### src/rtl/progressive_dot_acc_pkg.sv
// Shared types for the progressive dot-product accumulator: precision
// selector, FSM states and default sizing.
package progressive_dot_acc_pkg;

  localparam int ACC_W_DEF   = 48;
  localparam int LEN_MAX_DEF = 256;

  typedef enum logic [1:0] {
    PREC_INT4   = 2'd0,
    PREC_INT8   = 2'd1,
    PREC_FULL16 = 2'd2,
    PREC_RSVD   = 2'd3
  } prec_e;

  typedef enum logic [1:0] {
    IDLE  = 2'd0,
    ACCUM = 2'd1,
    DONE  = 2'd2
  } state_e;

endpackage

### src/rtl/progressive_dot_acc.sv
// Progressive dot-product accumulator. Sums one product per cycle from the
// multiplier stream chosen by the job precision, saturating at all-ones, and
// holds the result until the consumer accepts it.
//
// state | meaning
// ------+------------------------------------------------------------
// IDLE  | waiting for start; stray products are dropped and flag err
// ACCUM | adding products from the selected stream until count==len
// DONE  | result presented on res/res_valid until res_ready
module progressive_dot_acc
  import progressive_dot_acc_pkg::*;
#(
  parameter int LEN_MAX = LEN_MAX_DEF,
  parameter int ACC_W   = ACC_W_DEF
) (
  input  logic                         clk,
  input  logic                         rst,
  input  logic                         start,
  input  logic [$clog2(LEN_MAX+1)-1:0] len,
  input  logic [1:0]                   prec,
  input  logic                         out4_valid,
  input  logic [7:0]                   p4,
  input  logic                         out8_valid,
  input  logic [15:0]                  p8,
  input  logic                         out16_valid,
  input  logic [31:0]                  p16,
  output logic                         busy,
  output logic                         res_valid,
  input  logic                         res_ready,
  output logic [ACC_W-1:0]             res,
  output logic [1:0]                   res_prec,
  output logic                         res_ovf,
  output logic                         err
);

  localparam int               LEN_W   = $clog2(LEN_MAX+1);
  localparam logic [LEN_W-1:0] LEN_CAP = LEN_W'(LEN_MAX);

  state_e             r_state;
  state_e             w_state_nxt;
  prec_e              r_prec;
  prec_e              w_prec_nxt;
  logic [LEN_W-1:0]   r_len;
  logic [LEN_W-1:0]   w_len_nxt;
  logic [LEN_W-1:0]   r_cnt;
  logic [LEN_W-1:0]   w_cnt_nxt;
  logic [LEN_W-1:0]   w_cnt_inc;
  logic [ACC_W-1:0]   r_acc;
  logic [ACC_W-1:0]   w_acc_nxt;
  logic [ACC_W-1:0]   w_prod;
  logic [ACC_W:0]     w_sum;
  logic               r_ovf;
  logic               w_ovf_nxt;
  logic               r_err;
  logic               w_err_nxt;
  logic               w_sel_vld;

  // Pick the product stream matching the latched job precision.
  always_comb begin
    w_sel_vld = 1'b0;
    w_prod    = '0;
    case (r_prec)
      PREC_INT4: begin
        w_sel_vld = out4_valid;
        w_prod    = ACC_W'(p4);
      end
      PREC_INT8: begin
        w_sel_vld = out8_valid;
        w_prod    = ACC_W'(p8);
      end
      PREC_FULL16: begin
        w_sel_vld = out16_valid;
        w_prod    = ACC_W'(p16);
      end
      default: begin
        w_sel_vld = 1'b0;
        w_prod    = '0;
      end
    endcase
  end

  // Extra top bit catches the carry that triggers saturation.
  assign w_sum     = {1'b0, r_acc} + {1'b0, w_prod};
  assign w_cnt_inc = r_cnt + LEN_W'(1);

  // Next-state and datapath update for the job sequencer.
  always_comb begin
    w_state_nxt = r_state;
    w_prec_nxt  = r_prec;
    w_len_nxt   = r_len;
    w_cnt_nxt   = r_cnt;
    w_acc_nxt   = r_acc;
    w_ovf_nxt   = r_ovf;
    w_err_nxt   = r_err;
    case (r_state)
      IDLE: begin
        if (w_sel_vld) w_err_nxt = 1'b1;
        if (start) begin
          if (prec == PREC_RSVD) begin
            w_err_nxt = 1'b1;
          end else begin
            w_prec_nxt  = prec_e'(prec);
            w_len_nxt   = (len > LEN_CAP) ? LEN_CAP : len;
            w_cnt_nxt   = '0;
            w_acc_nxt   = '0;
            w_ovf_nxt   = 1'b0;
            w_state_nxt = (len == '0) ? DONE : ACCUM;
          end
        end
      end
      ACCUM: begin
        if (start) w_err_nxt = 1'b1;
        if (w_sel_vld) begin
          w_cnt_nxt = w_cnt_inc;
          if (w_sum[ACC_W]) begin
            w_acc_nxt = '1;
            w_ovf_nxt = 1'b1;
          end else begin
            w_acc_nxt = w_sum[ACC_W-1:0];
          end
          if (w_cnt_inc == r_len) w_state_nxt = DONE;
        end
      end
      DONE: begin
        if (start || w_sel_vld) w_err_nxt = 1'b1;
        if (res_ready) w_state_nxt = IDLE;
      end
      default: w_state_nxt = IDLE;
    endcase
  end

  // FSM state register.
  always_ff @(posedge clk) begin
    if (rst) r_state <= IDLE;
    else     r_state <= w_state_nxt;
  end

  // Job context, accumulator and sticky error registers.
  always_ff @(posedge clk) begin
    if (rst) begin
      r_prec <= PREC_INT4;
      r_len  <= '0;
      r_cnt  <= '0;
      r_acc  <= '0;
      r_ovf  <= 1'b0;
      r_err  <= 1'b0;
    end else begin
      r_prec <= w_prec_nxt;
      r_len  <= w_len_nxt;
      r_cnt  <= w_cnt_nxt;
      r_acc  <= w_acc_nxt;
      r_ovf  <= w_ovf_nxt;
      r_err  <= w_err_nxt;
    end
  end

  assign busy      = (r_state != IDLE);
  assign res_valid = (r_state == DONE);
  assign res       = r_acc;
  assign res_prec  = r_prec;
  assign res_ovf   = r_ovf;
  assign err       = r_err;

endmodule

### config.mk
export PLATFORM = sky130hd
export DESIGN_NAME = progressive_dot_acc
export DESIGN_NICKNAME = d
export VERILOG_FILES = /design/src/rtl/progressive_dot_acc_pkg.sv /design/src/rtl/progressive_dot_acc.sv
export SDC_FILE = /design/constraint.sdc
export NUM_CORES = 1
export LEC_CHECK = 0
export BUFFER_PORTS_ARGS = -buffer_cell sky130_fd_sc_hd__buf_2
export CAP_MARGIN = 20
export CORE_MARGIN = 10
export CORE_UTILIZATION = 35
export CTS_CLUSTER_DIAMETER = 80
export DETAILED_ROUTE_END_ITERATION = 10
export PLACE_DENSITY = 0.61
export SYNTH_ARGS = -nofsm -noshare
export SYNTH_HDL_FRONTEND = slang
export SYNTH_SLANG_ARGS = --single-unit
### constraint.sdc
create_clock -name clk -period 5.95 [get_ports clk]
set_input_delay 0.595 -clock clk [delete_from_list [all_inputs] [get_ports clk]]
set_output_delay 0.595 -clock clk [all_outputs]
set_load 0.01 [all_outputs]
==> impl_metrics.csv, run 1 <==
group,metric,value,unit
global_routing,grt_max_degree,31,
floorplanning,design.die.area,20960,um2
place,io_buffer_count,127,
critical_path,critPathKind,"flop to flop",
clock_tree,clock_tree.htree_level_count,3,
place,dp_hpwl,12.60,mm
floorplanning,die_width,144.8,um
critical_path,setup.reg_to_reg.worst_slack,1720,ps
floorplanning,die_h,144.8,um
finish,final_common_cell,"sky130_fd_sc_hd__buf_2",
sta,finClkSkew,9.148,ps
pwr,power.density_cell_area,258.3,nW/um2
critical_path,worst_ep_required_time,6230,ps
sta,timing_limited_maximum_frequency,236.1,MHz
global_routing,grt_antenna_before_repair,0,
clock_tree,clock_tree.root_cell,"sky130_fd_sc_hd__clkbuf_16",
route,vias,5386,
logic_synthesis,ys_seq_area_frac,0.2645,
logic_synthesis,adder_cell_area_share_of_the_yosys_netlist,0.08861,
floorplanning,core_area,15260,um2
critical_path,critPathMaxFanout,23,
floorplanning,top_level_ports,128,
sta,final_worst_path_period_share,0.7118,
route,detail_route.drc_violations,0,
logic_synthesis,synth-edff-count,0,
place,place.gp.congestion,0.9592,
logic_synthesis,synth.mux.area_fraction,0.02594,
place,numPlacedInstances,976,
logic_synthesis,synthesis.area,5450,um2
logic_synthesis,synth_xor_area_frac,0.06589,
route,wl_per_cell,16.78,um
run,max_capacitance_violation_total,0,
global_routing,wire_length_of_the_first_global_routing_pass,26.97,mm
logic_synthesis,async_reset_ff_frac,0,
finish,seqCellArea,1441,um2
logic_synthesis,netlist_top_cells_area,"sky130_fd_sc_hd__dfxtp_1 26%, sky130_fd_sc_hd__ha_1 8.5%, sky130_fd_sc_hd__a21oi_1 5.1%",
critical_path,setup.worst_path.start,"res_prec[0]",
floorplanning,rows,45,
sta,finalHoldViolCount,0,
logic_synthesis,synth.top_cell.area_share,0.2645,
logic_synthesis,syn-num-nets,783,
sta,worst_pin_slew,934.2,ps
finish,post_route_cells_drive_above_1_share,0.2100,
logic_synthesis,ys_ff_latch,72,
min_path,min_delay_path_depth,2,
clock_tree,tritoncts.num_buffers,9,
route,drt_iter0_markers,293,
global_routing,first_global_vias,5316,
min_path,worst_hold_endpoint,"res_ovf",
route,drtAntennaViolNets,0,
finish,layout.core_utilization,0.4241,
global_routing,grt_use_total,0.1585,
logic_synthesis,syn_inst,671,
logic_synthesis,share_of_the_synthesized_area_in_compound_gates_ao_oa_aoi_oai,0.2851,
clock_tree,insertion_delay,350,ps
finish,design.final.nets,888,
logic_synthesis,post_synth_and_or_nand_nor_area_fraction,0.2218,
clock_tree,post-cts-setup-buffer-count,0,
pwr,total_leakage_power,2.904,nW
sta,maxSlewViolCount,0,
sta,setup_viol,0,
outcome,status,"complete, no violations",
critical_path,rr_endpoint,"res[6]",
finish,area.growth.synth_to_final,18.73,%
critical_path,cp-start-kind,"flop",
finish,multi_input_area,3751,um2
logic_synthesis,synth_top_family_by_area,"compound AO/OA/AOI/OAI gates",
logic_synthesis,synthesis.area_per_instance,8.123,um2
logic_synthesis,synthDominantAreaCellType,"sky130_fd_sc_hd__dfxtp_1",
logic_synthesis,primary_ff_master_synth,"sky130_fd_sc_hd__dfxtp_1",
clock_tree,clock_sink_count,72,
route,wl,16.65,mm
min_path,hold_class,"flop to flop",
critical_path,crit-reg2reg-launch,"res_prec[0]",
finish,finalNonFillerCells,992,
sta,relSlewSlack,0.3772,
finish,fill_cells,1600,
sta,finalSetupTns,0,ps
finish,diodes,0,
clock_tree,clkTransAtPathRegs,60,ps
clock_tree,number_of_buffers_inserted_by_hold_repair_at_cts,0,
clock_tree,max-clock-path-buffers,2,
logic_synthesis,synth_cell_types,71,
critical_path,setup.worst_path.end_class,"flop",
min_path,hold_start,"res_ovf",
clock_tree,cts_tree,"done",
logic_synthesis,synth.yosys.warnings,0,
global_routing,globalRouteOverflowTotal,0,
route,viasPerCell,5.429,
critical_path,critical_path_arrival,4520,ps
pwr,vdd_ir_drop_max,208.3,uV
finish,mostFrequentLayoutCells,"127 x sky130_fd_sc_hd__buf_2, 72 x sky130_fd_sc_hd__dfxtp_1, 62 x sky130_fd_sc_hd__nand2_1",
route,firstDrtPassIters,4,
critical_path,worstRegToRegCells,12,
sta,rsz0062_at_grt,"false",
sta,min_period,4235,ps
clock_tree,post_cts.resized_instances,0,
floorplanning,start_util,0.3572,
[per-layer routing]
metal / GRT usage / wire length, um
met3: 0.04172 / 1112
met1: 0.1943 / 7465
met2: 0.2662 / 7834
met5: 0 / 0
met4: 0.04574 / 233
[report_power, final]
part	switching [W]	leakage, nW	internal (W)
sequential	0.0000374	0.582	0.000515
combinational	0.000359	2.18	0.000223
clock	0.000214	0.140	0.000323
[synthesized netlist by cell type (8+ instances only)]
cell type	number
sky130_fd_sc_hd__mux2i_1	13
sky130_fd_sc_hd__a221o_1	21
sky130_fd_sc_hd__a22o_1	8
sky130_fd_sc_hd__a211oi_1	10
sky130_fd_sc_hd__nor2_1	49
sky130_fd_sc_hd__nor3_1	9
sky130_fd_sc_hd__ha_1	37
sky130_fd_sc_hd__o21ai_1	8
sky130_fd_sc_hd__xor2_1	17
sky130_fd_sc_hd__a21oi_1	56
sky130_fd_sc_hd__inv_1	18
sky130_fd_sc_hd__and3_1	9
sky130_fd_sc_hd__o21ai_0	23
sky130_fd_sc_hd__o211ai_1	12
sky130_fd_sc_hd__buf_2	9
sky130_fd_sc_hd__a21o_1	16
sky130_fd_sc_hd__nand2_1	62
sky130_fd_sc_hd__nand3_1	25
sky130_fd_sc_hd__nor3b_1	9
sky130_fd_sc_hd__dfxtp_1	72
sky130_fd_sc_hd__xnor2_1	24
sky130_fd_sc_hd__clkbuf_1	21
sky130_fd_sc_hd__nand4_1	13
sky130_fd_sc_hd__and2_1	21
[logic make-up (layout without fill, tap and decap cells)]
| group | count (synthesis) | after routing |
|---|---|---|
| simple gates | 237 | 237 |
| compound gates | 214 | 214 |
| flops | 72 | 72 |
| buf+inv | 55 | 165 |
| xor+xnor | 41 | 41 |
| fa+ha+maj | 38 | 38 |
| mux | 14 | 14 |
[through the flow]
step / setup slack [ps] / power [W] / hold slack, ps / area, um2
floorplan: 2402 / 0.0009823 / 474.3 / 5450
global placement: 1758 / 0.001145 / 433.2 / 6190
detailed placement: 1692 / 0.001147 / 441.1 / 6190
CTS: 1659 / 0.001688 / 457.8 / 6471
global route: 1318 / 0.001783 / 497.5 / 6471
finish: 1715 / 0.001672 / 453.9 / 6471
[cell type report]
| class | count | share of cell area |
|---|---|---|
| Tap cell | 211 | 0.04080 |
| Multi-Input combinational cell | 544 | 0.5797 |
| Clock inverter | 4 | 0.006961 |
| Timing Repair Buffer | 131 | 0.1029 |
| Inverter | 18 | 0.01044 |
| Sequential cell | 72 | 0.2227 |
| Clock buffer | 12 | 0.03654 |
[flip-flops by register name (all words and copies together), names as in the netlist]
| name | flops |
|---|---|
| r_state | 2 |
| r_len | 9 |
| r_cnt | 9 |
| res_prec | 2 |
| res | 48 |
| res_ovf | 1 |
| err | 1 |
[worst max path at each step]
stage              end  slack (ps)  cells past startpoint
2_1_floorplan  res[39]        2400                     15
5_1_grt         res[6]        1320                     12
3_5_place_dp    res[8]        1690                     11
3_3_place_gp   res[23]        1760                     12
4_1_cts         res[6]        1660                     12
6_report        res[6]        1720                     12
[worst max-delay path, cell delays in order, from the launching register on]
cell and delay [ps]:
sky130_fd_sc_hd__dfxtp_1 680, sky130_fd_sc_hd__nor2b_2 250, sky130_fd_sc_hd__buf_4 260, sky130_fd_sc_hd__a22o_1 250
sky130_fd_sc_hd__ha_1 380, sky130_fd_sc_hd__nand2_1 150, sky130_fd_sc_hd__o21ai_1 250, sky130_fd_sc_hd__a31oi_1 120
sky130_fd_sc_hd__o21ai_1 220, sky130_fd_sc_hd__o21ai_4 120, sky130_fd_sc_hd__a21oi_4 410, sky130_fd_sc_hd__and3_1 850
sky130_fd_sc_hd__a221o_1 210
(Power assumes the default switching activity.)
==> run 2: changes to the inputs <==
ABC_AREA = 1   (was unset)
clock period = 3.8 ns   (was 5.95 ns; I/O delays follow)
==> run 2 against run 1 <==
Die area increased by 27%. Maximum frequency grew 23%. Clock skew is 0.77 ps lower. Routed wire length is 42% higher. Count of clock-buffer cells in the layout is 3 lower. Critical path type unchanged. Area after synthesis rose by 32%. Critical endpoint is now res[18]. Synthesized cell count is 91% higher. Sequential power up 61%. Combinational power increased by 120%. First-iteration DRC count grew 87%. Sequential share of layout area fell by 4.9 points.
==> impl_metrics.csv, run 2 <==
group,metric,value,unit
logic_synthesis,async_reset_ff_frac,0,
logic_synthesis,ys_top_cells_by_count,"479 x sky130_fd_sc_hd__nand2_1, 214 x sky130_fd_sc_hd__inv_1, 119 x sky130_fd_sc_hd__nor2_1",
sta,rsz0062_at_grt,"false",
critical_path,crit-reg2reg-launch,"res_prec[1]",
global_routing,wire_length_of_the_first_global_routing_pass,38.60,mm
logic_synthesis,synthDominantAreaCellType,"sky130_fd_sc_hd__nand2_1",
logic_synthesis,synth.yosys.warnings,0,
route,detail_route.drc_violations,0,
critical_path,worst_ep_required_time,4000,ps
critical_path,setup.worst_path.end_class,"flop",
critical_path,most_used_cell_cp,"sky130_fd_sc_hd__nor2_1",
global_routing,globalRouteOverflowTotal,0,
critical_path,critical_path_buffers_and_inverters,3,
critical_path,critPathKind,"flop to flop",
finish,post_route_cells_drive_above_1_share,0.1495,
pwr,vdd_ir_drop_max,383.7,uV
place,place.gp.congestion,0.9795,
sta,worst_pin_slew,1040,ps
finish,mostFrequentLayoutCells,"479 x sky130_fd_sc_hd__nand2_1, 213 x sky130_fd_sc_hd__inv_1, 127 x sky130_fd_sc_hd__buf_2",
logic_synthesis,ys_ff_latch,72,
sta,finalSetupTns,0,ps
sta,maxSlewViolCount,0,
clock_tree,clock_sink_count,72,
route,firstDrtPassIters,5,
logic_synthesis,netlist_top_cells_area,"sky130_fd_sc_hd__nand2_1 25%, sky130_fd_sc_hd__dfxtp_1 20%, sky130_fd_sc_hd__inv_1 11%",
global_routing,grt_max_degree,59,
critical_path,cp_slowest_stage_delay,440,ps
pwr,power_frac_comb,0.417,
finish,largest_register_ffs,48,
floorplanning,core_area,20230,um2
logic_synthesis,syn_inst,1281,
clock_tree,tritoncts.num_buffers,9,
sta,finalHoldViolCount,0,
critical_path,rr_endpoint,"res[18]",
critical_path,cp-start-kind,"flop",
route,drt_iter0_markers,548,
sta,min_period,3434,ps
finish,finalNonFillerCells,1668,
logic_synthesis,syn-num-nets,1393,
min_path,hold_start,"len[5]",
floorplanning,start_util,0.3559,
critical_path,cp_top_family,"simple AND/OR/NAND/NOR gates",
finish,area.growth.synth_to_final,15.39,%
logic_synthesis,synthesis.area,7202,um2
sta,finClkSkew,8.379,ps
logic_synthesis,synth-edff-count,0,
min_path,min_delay_path_depth,3,
floorplanning,rows,52,
logic_synthesis,post-synth-top-count-cell,"sky130_fd_sc_hd__nand2_1",
pwr,total_leakage_power,4.628,nW
logic_synthesis,ys_seq_area_frac,0.2001,
critical_path,path_cells,"inv_2 -> nor2_4 -> clkinvlp_4 -> buf_4 -> nor2_1 -> ha_1 -> a21oi_1 -> nor2_1 -> nor2_1 -> nand2_1 -> o21ai_1 -> nand2_2 -> o21ai_0 -> a21oi_1",
floorplanning,die_width,163.4,um
clock_tree,insertion_delay,350,ps
pwr,power.density_cell_area,371.7,nW/um2
critical_path,setup.reg_to_reg.worst_slack,370,ps
pwr,power_switching,0.001337,W
critical_path,critical_path_arrival,3630,ps
clock_tree,clock_tree.htree_level_count,3,
critical_path,critPathMaxFanout,25,
pwr,p_sw_frac,0.4330,
route,wl_per_cell,14.16,um
pwr,power.clock.fraction,0.295,
route,drtAntennaViolNets,0,
clock_tree,cts_tree,"done",
route,wl,23.63,mm
min_path,worst_hold_endpoint,"r_len[5]",
clock_tree,clock_tree.root_cell,"sky130_fd_sc_hd__clkbuf_16",
floorplanning,die_h,163.4,um
route,viasPerCell,4.698,
critical_path,worstRegToRegCells,14,
logic_synthesis,synth_cell_types,40,
logic_synthesis,synthesis.area_per_instance,5.622,um2
route,vias,7836,
pwr,p_int,0.001752,W
finish,diodes,0,
clock_tree,max-clock-path-buffers,2,
global_routing,grt_antenna_before_repair,0,
place,numPlacedInstances,1651,
finish,design.final.nets,1505,
place,dp_hpwl,19.01,mm
floorplanning,top_level_ports,128,
run,max_capacitance_violation_total,0,
sta,final_worst_path_period_share,0.9036,
floorplanning,design.die.area,26710,um2
sta,timing_limited_maximum_frequency,291.2,MHz
outcome,status,"complete, no violations",
critical_path,critical_path.slowest_cell,"sky130_fd_sc_hd__dfxtp_1",
finish,final_common_cell,"sky130_fd_sc_hd__nand2_1",
sta,relSlewSlack,0.3058,
clock_tree,clkTransAtPathRegs,70,ps
global_routing,grt_use_total,0.1771,
logic_synthesis,synth.top_cell.area_share,0.2497,
place,io_buffer_count,127,
global_routing,first_global_vias,7688,
min_path,hold_class,"primary input to flop",
pwr,seqPwrFrac,0.288,
sta,setup_viol,0,
logic_synthesis,primary_ff_master_synth,"sky130_fd_sc_hd__dfxtp_1",
-- run 2: worst max-delay path by stage --
stage / from / endpoint / slack (ps) / cells after the start
finish: res_prec[1] / res[18] / 370 / 14
global placement: res_prec[1] / res[20] / 480 / 13
CTS: res_prec[1] / res[20] / 320 / 13
global route: res_prec[1] / res[17] / 50 / 14
detailed placement: res_prec[1] / res[20] / 340 / 13
floorplan: res_prec[1] / res[33] / 1120 / 19
-- run 2: what timing repair did --
action / 4_1_cts / 5_1_grt
resized for setup: 0 / 1
endpoints found under the setup margin: 0 / 1
buffers inserted: 0 / 1
endpoints found under the hold margin: 0 / 0
hold buffers: 0 / 0
-- run 2: layer usage --
layer / up-vias / wire length (um) / GRT usage
met2: 172 / 10900 / 0.3007
met3: 26 / 1121 / 0.02769
li1: 4200 / - / -
met4: 0 / 529 / 0.06393
met5: - / 0 / 0
met1: 3438 / 11080 / 0.2210
-- run 2: layout make-up --
| cell class | count | area, um2 |
|---|---|---|
| clock buffers | 9 | 225.2 |
| clock inverters | 7 | 80.08 |
| fillers | 2270 | 11920 |
| inverters | 226 | 852.1 |
| multi-input cells | 955 | 4723 |
| flip-flops and latches | 72 | 1441 |
| well taps | 270 | 337.8 |
| repair buffers | 129 | 650.6 |
-- run 2: kinds of logic after synthesis --
logic type,count (synthesis),synth area share
fa+ha+maj,38,0.06706
compound gates,143,0.1155
flops,72,0.2001
simple gates,747,0.4383
buf+inv,254,0.1440
xor+xnor,27,0.03492
-- run 2: power by group through the flow --
| stage | Sequential (W) | Combinational, W | Clock, W |
|---|---|---|---|
| after floorplan | 0.000912 | 0.00102 | 0 |
| after global placement | 0.000903 | 0.00128 | 0 |
| after detailed placement | 0.000905 | 0.00129 | 0 |
| after CTS | 0.000888 | 0.00130 | 0.000926 |
| after global routing | 0.000901 | 0.00147 | 0.000953 |
| final | 0.000888 | 0.00129 | 0.000911 |
-- run 2: metrics by stage --
| step | total power (W) | instance area, um2 | hold slack [ps] | worst slack (ps) | utilization |
|---|---|---|---|---|---|
| floorplan | 0.001928 | 7202 | 445.8 | 1122 | - |
| global placement | 0.002184 | 7994 | 445.1 | 477.9 | 0.3951 |
| detailed placement | 0.002194 | 7994 | 467.2 | 337.2 | 0.3951 |
| CTS | 0.003109 | 8299 | 275.7 | 323.5 | 0.4102 |
| global route | 0.003320 | 8310 | 294.3 | 50.49 | 0.4107 |
| finish | 0.003089 | 8310 | 285.7 | 366.4 | 0.4107 |
-- run 2: worst reg2reg max path: stages, from the launching register on --
cell                         delay [ps]
sky130_fd_sc_hd__dfxtp_1            440
sky130_fd_sc_hd__inv_2               80
sky130_fd_sc_hd__nor2_4             380
sky130_fd_sc_hd__clkinvlp_4         170
sky130_fd_sc_hd__buf_4              210
sky130_fd_sc_hd__nor2_1             120
sky130_fd_sc_hd__ha_1               280
sky130_fd_sc_hd__a21oi_1            250
sky130_fd_sc_hd__nor2_1              60
sky130_fd_sc_hd__nor2_1             210
sky130_fd_sc_hd__nand2_1            170
sky130_fd_sc_hd__o21ai_1            190
sky130_fd_sc_hd__nand2_2            320
sky130_fd_sc_hd__o21ai_0            300
sky130_fd_sc_hd__a21oi_1             90
==> run 3: changes to the inputs <==
--- a/config.mk
+++ b/config.mk
@@ -14,3 +14,3 @@
 export DETAILED_ROUTE_END_ITERATION = 10
-export PLACE_DENSITY = 0.61
+export PLACE_DENSITY = 0.64
 export SYNTH_ARGS = -nofsm -noshare
==> constraint.sdc (replaced) <==
create_clock -name clk -period 3.8 [get_ports clk]
set_input_delay 0.57 -clock clk [delete_from_list [all_inputs] [get_ports clk]]
set_output_delay 0.57 -clock clk [all_outputs]
set_load 0.01 [all_outputs]
==> run 3 against run 2 <==
Register-to-register slack hardly changed. Count of clock-buffer cells in the layout is 1 higher. Total power increased by 3.2%. Routed wire length rose by 0.69%. Global-route usage up 0.17 points. Worst hold slack gained 180 ps. First-iteration DRC count down 9.9%. Critical path type unchanged. Highest routed layer unchanged.
==> impl_metrics.csv, run 3 (synthesis gave the netlist of run 2 again) <==
group,metric,value,unit
critical_path,critical_path_arrival,3670,ps
place,place.gp.congestion,0.9906,
sta,finalSetupTns,0,ps
critical_path,setup.worst_path.end_class,"flop",
finish,final_common_cell,"sky130_fd_sc_hd__nand2_1",
sta,final_worst_path_period_share,0.9045,
critical_path,worst_ep_required_time,4030,ps
finish,finalNonFillerCells,1670,
route,drtAntennaViolNets,0,
place,io_buffer_count,127,
clock_tree,cts_tree,"done",
finish,layout.core_utilization,0.4136,
floorplanning,start_util,0.3559,
critical_path,critPathMaxFanout,23,
finish,post_route_cells_drive_above_1_share,0.1500,
sta,finClkSkew,8.730,ps
finish,fill_cells,2219,
floorplanning,design.die.area,26710,um2
finish,largest_register_ffs,48,
floorplanning,rows,52,
floorplanning,die_width,163.4,um
sta,timing_limited_maximum_frequency,290.9,MHz
outcome,status,"complete, no violations",
clock_tree,tritoncts.num_buffers,9,
sta,setup_viol,0,
global_routing,wire_length_of_the_first_global_routing_pass,38.90,mm
critical_path,cp-start-kind,"flop",
place,numPlacedInstances,1651,
global_routing,first_global_vias,7651,
pwr,total_leakage_power,4.665,nW
route,wl_per_cell,14.24,um
route,detail_route.drc_violations,0,
clock_tree,clock_tree.root_cell,"sky130_fd_sc_hd__clkbuf_16",
global_routing,grt_max_degree,59,
critical_path,critPathKind,"flop to flop",
global_routing,globalRouteOverflowTotal,0,
finish,design.final.nets,1507,
sta,rsz0062_at_grt,"false",
sta,relSlewSlack,0.3418,
clock_tree,clock_sink_count,72,
floorplanning,top_level_ports,128,
sta,min_period,3437,ps
route,drt_iter0_markers,494,
clock_tree,insertion_delay,360,ps
clock_tree,clkTransAtPathRegs,60,ps
route,viasPerCell,4.678,
min_path,hold_class,"flop to flop",
pwr,vdd_ir_drop_max,429.3,uV
finish,diodes,0,
sta,finalHoldViolCount,0,
run,max_capacitance_violation_total,0,
global_routing,grt_antenna_before_repair,0,
finish,mostFrequentLayoutCells,"479 x sky130_fd_sc_hd__nand2_1, 213 x sky130_fd_sc_hd__inv_1, 127 x sky130_fd_sc_hd__buf_2",
clock_tree,clock_tree.htree_level_count,3,
clock_tree,max-clock-path-buffers,2,
pwr,total_power,0.003189,W
route,wl,23.79,mm
place,dp_hpwl,19.30,mm
route,vias,7812,
sta,maxSlewViolCount,0,
finish,area.growth.synth_to_final,16.21,%
global_routing,grt_use_total,0.1788,
floorplanning,core_area,20230,um2
pwr,power.density_cell_area,381.0,nW/um2
sta,worst_pin_slew,985.9,ps
route,firstDrtPassIters,5,
floorplanning,die_h,163.4,um
run 3: through the flow:
| stage | hold slack (ps) | instance area [um2] | setup slack, ps |
|---|---|---|---|
| floorplan | 445.8 | 7202 | 1122 |
| global placement | 446.4 | 7994 | 445.5 |
| detailed placement | 453.8 | 7994 | 281.2 |
| CTS | 469.6 | 8338 | 263.0 |
| global route | 488.3 | 8369 | 47.03 |
| finish | 466.6 | 8369 | 362.9 |
run 3: path summary, 6_finish.rpt:
| path | startpoint | end | slack, ps | depth (start not counted) |
|---|---|---|---|---|
| hold reg to reg | err | err | 470 | 1 |
| setup / recovery | res_prec[1] | res[28] | 360 | 16 |
| setup reg to reg | res_prec[1] | res[28] | 360 | 16 |
| hold / removal | err | err | 470 | 1 |
run 3: cell type report:
cell class	instances	area (um2)	share of cell area
multi-input cells	955	4728	0.5650
clock inverters	6	115.1	0.01375
flip-flops and latches	72	1441	0.1722
repair buffers	131	665.6	0.07953
clock buffers	10	229.0	0.02736
well taps	270	337.8	0.04036
inverters	226	852.1	0.1018
run 3: worst max-delay path: stages (launching register included):
cell and delay (ps):
sky130_fd_sc_hd__dfxtp_1 440, sky130_fd_sc_hd__inv_2 80, sky130_fd_sc_hd__nor2_4 400, sky130_fd_sc_hd__clkinvlp_4 150, sky130_fd_sc_hd__buf_4 210, sky130_fd_sc_hd__buf_4 150
sky130_fd_sc_hd__nor2_1 90, sky130_fd_sc_hd__ha_1 290, sky130_fd_sc_hd__a21o_1 210, sky130_fd_sc_hd__nor2_1 220, sky130_fd_sc_hd__nand2_1 170, sky130_fd_sc_hd__nor2_1 160
sky130_fd_sc_hd__nand2_2 100, sky130_fd_sc_hd__nand2_4 310, sky130_fd_sc_hd__nand3_1 150, sky130_fd_sc_hd__nand2_1 100, sky130_fd_sc_hd__a21oi_1 80
run 3: repair_timing:
item / CTS / global route
gates resized for setup: 0 / 2
buffers inserted: 0 / 3
endpoints found under the setup margin: 0 / 32
hold buffers: 0 / 0
endpoints found under the hold margin: 0 / 0
run 3: report_power, final:
part	switching (W)	total (W)	internal (W)	leakage [nW]
Sequential	0.0000621	0.000889	0.000827	0.583
Combinational	0.000862	0.00128	0.000415	3.92
Clock	0.000376	0.00102	0.000647	0.164
Total	0.00130	0.00319	0.00189	4.67
run 3: routing by layer:
metal | up-vias | wire (um) | GRT usage
li1 | 4198 | - | -
met1 | 3445 | 11090 | 0.2212
met2 | 145 | 11070 | 0.3047
met3 | 24 | 1282 | 0.04153
met4 | 0 | 345 | 0.04467
met5 | - | 0 | 0
